### src/rtl/bin2bcd_periph.sv
// Memory-mapped 16-bit binary to 5-digit packed BCD converter (iterative double-dabble).
// Optional macro BCD_SIGNED_EN: treat BIN as two's complement and report the sign.
module bin2bcd_periph #(
   parameter int DW = 16
) (
   input  logic          CLK,
   input  logic          reset,
   input  logic [DW-1:0] d_in,
   input  logic          cs,
   input  logic [4:0]    addr,
   input  logic          rd,
   input  logic          wr,
   output logic [DW-1:0] d_out,
   output logic          done
);

   localparam logic [4:0] ADDR_BIN    = 5'h04;
   localparam logic [4:0] ADDR_START  = 5'h0C;
   localparam logic [4:0] ADDR_BCDLO  = 5'h10;
   localparam logic [4:0] ADDR_BCDHI  = 5'h14;
   localparam logic [4:0] ADDR_STATUS = 5'h18;

   typedef enum logic [1:0] {IDLE, LOAD, SHIFT, FIN} state_t;

   state_t      state;
   state_t      state_next;
   logic [15:0] bin_q;
   logic [15:0] shift_q;
   logic [15:0] shift_nxt;
   logic [15:0] magnitude;
   logic [19:0] bcd_q;
   logic [19:0] bcd_adj;
   logic [19:0] bcd_nxt;
   logic [19:0] result_q;
   logic [3:0]  count_q;
   logic        done_q;
   logic        busy;
   logic        wr_en;
   logic        start_req;
   logic        sign_flag;
   logic [15:0] rd_mux;

   // Bus handshake: no valid/ready; a cycle with cs&wr is a write, cs&rd a read,
   // and read data lands in d_out on the edge that samples the strobe.
   assign wr_en     = cs & wr;
   assign start_req = wr_en && (addr == ADDR_START) && d_in[0];
   assign busy      = (state == LOAD) || (state == SHIFT);
   assign done      = done_q;

   always_ff @(posedge CLK) begin
      if (reset) state <= IDLE;
      else       state <= state_next;
   end

   // FIN is a one-cycle settle state; it accepts a new START like IDLE does.
   always_comb begin
      state_next = state;
      case (state)
         IDLE:    if (start_req) state_next = LOAD;
         LOAD:    state_next = SHIFT;
         SHIFT:   if (count_q == 4'd15) state_next = FIN;
         FIN:     state_next = start_req ? LOAD : IDLE;
         default: state_next = IDLE;
      endcase
   end

   always_comb begin
      bcd_adj = bcd_q;
      for (int i = 0; i < 5; i++) begin
         if (bcd_q[4*i +: 4] >= 4'd5) bcd_adj[4*i +: 4] = bcd_q[4*i +: 4] + 4'd3;
      end
      bcd_nxt   = {bcd_adj[18:0], shift_q[15]};
      shift_nxt = {shift_q[14:0], 1'b0};
   end

`ifdef BCD_SIGNED_EN
   logic sign_q;
   logic sign_res_q;

   assign magnitude = bin_q[15] ? (~bin_q + 16'd1) : bin_q;
   assign sign_flag = sign_res_q;

   always_ff @(posedge CLK) begin
      if (reset) begin
         sign_q     <= 1'b0;
         sign_res_q <= 1'b0;
      end else begin
         if (state == LOAD) sign_q <= bin_q[15];
         if (state == SHIFT && count_q == 4'd15) sign_res_q <= sign_q;
      end
   end
`else
   assign magnitude = bin_q;
   assign sign_flag = 1'b0;
`endif

   always_comb begin
      rd_mux = 16'h0000;
      case (addr)
         ADDR_BIN:    rd_mux = bin_q;
         ADDR_START:  rd_mux = {15'b0, busy};
         ADDR_BCDLO:  rd_mux = result_q[15:0];
         ADDR_BCDHI:  rd_mux = {sign_flag, 11'b0, result_q[19:16]};
         ADDR_STATUS: rd_mux = {13'b0, sign_flag, busy, done_q};
         default:     rd_mux = 16'h0000;
      endcase
   end

   always_ff @(posedge CLK) begin
      if (reset) begin
         bin_q    <= 16'h0000;
         shift_q  <= 16'h0000;
         bcd_q    <= 20'h00000;
         result_q <= 20'h00000;
         count_q  <= 4'd0;
         done_q   <= 1'b0;
         d_out    <= 16'h0000;
      end else begin
         d_out <= (cs && rd) ? rd_mux : 16'h0000;
         if (wr_en && addr == ADDR_BIN) bin_q <= d_in;
         if (state_next == LOAD) done_q <= 1'b0;
         if (state == LOAD) begin
            shift_q <= magnitude;
            bcd_q   <= 20'h00000;
            count_q <= 4'd0;
         end
         if (state == SHIFT) begin
            shift_q <= shift_nxt;
            bcd_q   <= bcd_nxt;
            count_q <= count_q + 4'd1;
            // The last shift publishes the result; visible readers never see partial digits.
            if (count_q == 4'd15) begin
               result_q <= bcd_nxt;
               done_q   <= 1'b1;
            end
         end
      end
   end

endmodule

### config.mk
export PLATFORM = sky130hd
export DESIGN_NAME = bin2bcd_periph
export DESIGN_NICKNAME = d
export VERILOG_FILES = /design/src/rtl/bin2bcd_periph.sv
export SDC_FILE = /design/constraint.sdc
export NUM_CORES = 1
export LEC_CHECK = 0
export BUFFER_PORTS_ARGS = -buffer_cell sky130_fd_sc_hd__buf_4
export CORE_MARGIN = 8
export CORE_UTILIZATION = 40
export DETAILED_ROUTE_END_ITERATION = 10
export SYNTH_ARGS = -nofsm -noshare
export SYNTH_HDL_FRONTEND = slang
export SYNTH_SLANG_ARGS = --single-unit
### constraint.sdc
create_clock -name CLK -period 2.15 [get_ports CLK]
set_input_delay 0.215 -clock CLK [delete_from_list [all_inputs] [get_ports CLK]]
set_output_delay 0.215 -clock CLK [all_outputs]
set_load 0.01 [all_outputs]
==> results_dict.tcl <==
set metrics [dict create \
    fin_setup_tns_ps 0 \
    final_core_util_pct 47.6 \
    skew_ps 13.5 \
    synth_cell_type_count 41 \
    hold_violations 0 \
    hp-class "in2reg" \
    dp_hpwl_mm 6.96 \
    fmax_ghz 0.562 \
    synth.yosys.seq_area_share_pct 45.1 \
    grt_max_degree 48 \
    required_ps 2380 \
    p_leak_uw 0.00166 \
    die_width_um 119 \
    nNetsFinal 537 \
    syn_area_sq_um 4220 \
    routed_wl_mm 10.1 \
    io_pins 43 \
    cp_max_fo 16 \
    drc_errors 0 \
    cpMaxStageDelayCell "dfxtp_1" \
    ant_nets 0 \
    wl_per_cell_um 15.9 \
    drt_first_pass_iters 4 \
    cts_hold_buf 0 \
    maxCapViolCount 0 \
    initial_utilization_pct 41.1 \
    synth-seq-cells 95 \
    drt-vias-per-instance 5.32 \
    path_delay_family "buffers and inverters" \
    dieArea_sq_um 14100 \
    place_area_sq_um 4670 \
    core.rowCount 37 \
    synth-main-ff-cell "dfxtp_1" \
    max_stage_delay_ps 380 \
    power.density_nw_per_um2 653 \
    numCtsBuffers 9 \
    antenna_cells 0 \
    syn_inst 465 \
    clkTransAtPathRegs_ps 100 \
    tightest_slew_ps 548 \
    antenna_found_initial 0 \
    syn_nets 506 \
    cts_buffer_depth 2 \
    htree_levels 3 \
    maxSlewViolCount 0 \
    place.gp.congestion 0.797 \
    cts_sinks 95 \
    grt_pass1_wl_mm 17.0 \
    cts_setup_buffers 0 \
    synthArstFlopShare_pct 0 \
    period_minus_slack_ps 1780 \
    portBuffers 42 \
    finalPower_uw 3200 \
    vias 3389 \
    critical_path_class "reg2reg" \
    synth_edf_count 0 \
    clock_latency_ps 360 \
    crit_path_end_kind "register" \
    syn_avg_cell_area_sq_um 9.07 \
    outcome "finished, final reports clean" \
    critPathBufInv 3 \
    critPathMostFrequentCell "inv_1" \
    setup_viol 0 \
    start_kind "register" \
    grtUsageTotal_pct 14.7 \
    final_cell_area_sq_um 4890 \
    grt_overflow 0 \
    drt_iter0_markers 197 \
    tritoncts "done" \
    syn_to_final_growth_pct 16.0 \
    slew_headroom_pct 63.5 \
    path_cells "inv_1, ha_1, inv_1, buf_4, o31ai_1, a32oi_1, nor2_1" \
    core-area_sq_um 10300 \
    die_y_um 119 \
    vdd_drop_max_uv 384 \
    rsz0062_at_grt "false" \
    arrival_ps 2010 \
    grt_pass1_vias 3356 \
    min_period_over_period_pct 82.8 \
    yosysWarnings 0 \
    layout-drive-gt1-share_pct 17.2 \
    cts-resized-gates 0 \
    root_buffer "clkbuf_8" \
]
-- where the power goes --
| group | switching (uW) | total [uW] | internal, uW |
|---|---|---|---|
| Clock | 654 | 1320 | 669 |
| Sequential | 3.00 | 1770 | 1760 |
| Combinational | 58.8 | 107 | 48.1 |
-- cell type report --
type                            count  area, sq um
Tap cell                          136          170
Clock inverter                      7          104
Timing Repair Buffer               54          418
Fill cell                        1006         5380
Inverter                           18         67.6
Multi-Input combinational cell    318         2110
Clock buffer                        9          124
Sequential cell                    95         1900
-- worst reg2reg max path, stage by stage (launching register included) --
cell,delay [ps]
dfxtp_1,380
inv_1,90
ha_1,270
inv_1,380
buf_4,250
o31ai_1,70
a32oi_1,150
nor2_1,50
-- path summary, 6_finish.rpt --
| path | startpoint | end | slack (ps) | cells past startpoint |
|---|---|---|---|---|
| max | state[0] | bcd_q[19] | 370 | 7 |
| min | d_in[10] | bin_q[10] | 80 | 3 |
| max reg2reg | state[0] | bcd_q[19] | 370 | 7 |
| min reg2reg | shift_q[2] | shift_q[2] | 490 | 2 |
-- Yosys cell counts (2+ instances only) --
cell type / n / area [sq um]
a211oi_1: 24 / 180
a21oi_1: 33 / 165
a22oi_1: 14 / 105
a32oi_1: 6 / 52.6
and2_1: 5 / 31.3
and3_1: 16 / 100
buf_1: 2 / 7.51
buf_2: 2 / 10.0
clkbuf_1: 29 / 109
dfxtp_1: 95 / 1900
ha_1: 15 / 188
inv_1: 18 / 67.6
mux2_2: 8 / 90.1
mux2i_1: 18 / 180
nand2_1: 6 / 22.5
nand2b_1: 21 / 131
nand3_1: 3 / 15.0
nand3b_1: 5 / 37.5
nor2_1: 70 / 263
nor2b_1: 6 / 37.5
nor3_1: 6 / 30.0
nor3b_1: 5 / 37.5
o21ai_0: 11 / 55.1
o21ba_2: 4 / 40.0
o22ai_1: 10 / 62.6
o31ai_1: 5 / 37.5
o32ai_1: 10 / 87.6
xnor2_1: 5 / 43.8
-- cell families after synthesis --
family | share of synthesized area [%]
mux | 6.41
simple gates | 18.4
buf+inv | 4.95
xor+xnor | 1.04
compound gates | 19.6
flops | 45.1
fa+ha+maj | 4.45
-- sequential cells by signal, indices dropped and copies added, names as in the netlist --
signal / count
bcd_q: 20
bin_q: 16
result_q: 20
count_q: 4
d_out: 16
state: 2
done: 1
shift_q: 16
-- cells in the final DEF, fill, tap and decap left out, types with 2 or more instances in the layout --
cell type    n
a211oi_1    24
a21oi_1     33
a22oi_1     14
a32oi_1      6
and2_1       5
and3_1      16
buf_4       53
bufinv_16    2
clkbuf_8     9
clkinvlp_4   2
dfxtp_1     95
ha_1        15
inv_1       18
mux2_2       8
mux2i_1     18
nand2_1      6
nand2b_1    21
nand3_1      3
nand3b_1     5
nor2_1      70
nor2b_1      6
nor3_1       6
nor3b_1      5
o21ai_0     11
o21ba_2      4
o22ai_1     10
o31ai_1      5
o32ai_1     10
xnor2_1      5
-- metrics by stage --
step / setup WS (ps) / instances / hold slack [ps]
6_report: 371 / 637 / 80.3
5_1_grt: 152 / 637 / 72.0
4_1_cts: 363 / 637 / 66.0
3_5_place_dp: 384 / 621 / 459
3_3_place_gp: 449 / 621 / 449
2_1_floorplan: 538 / 465 / 333
-- routing by layer --
metal	share of wire, %	up-vias	global-route usage (%)
met1	47	1615	19.1
met5	0	-	0
met2	48	52	23.8
li1	-	1717	-
met3	3.9	5	2.86
met4	0.86	0	4.90
(Power assumes the default switching activity.)
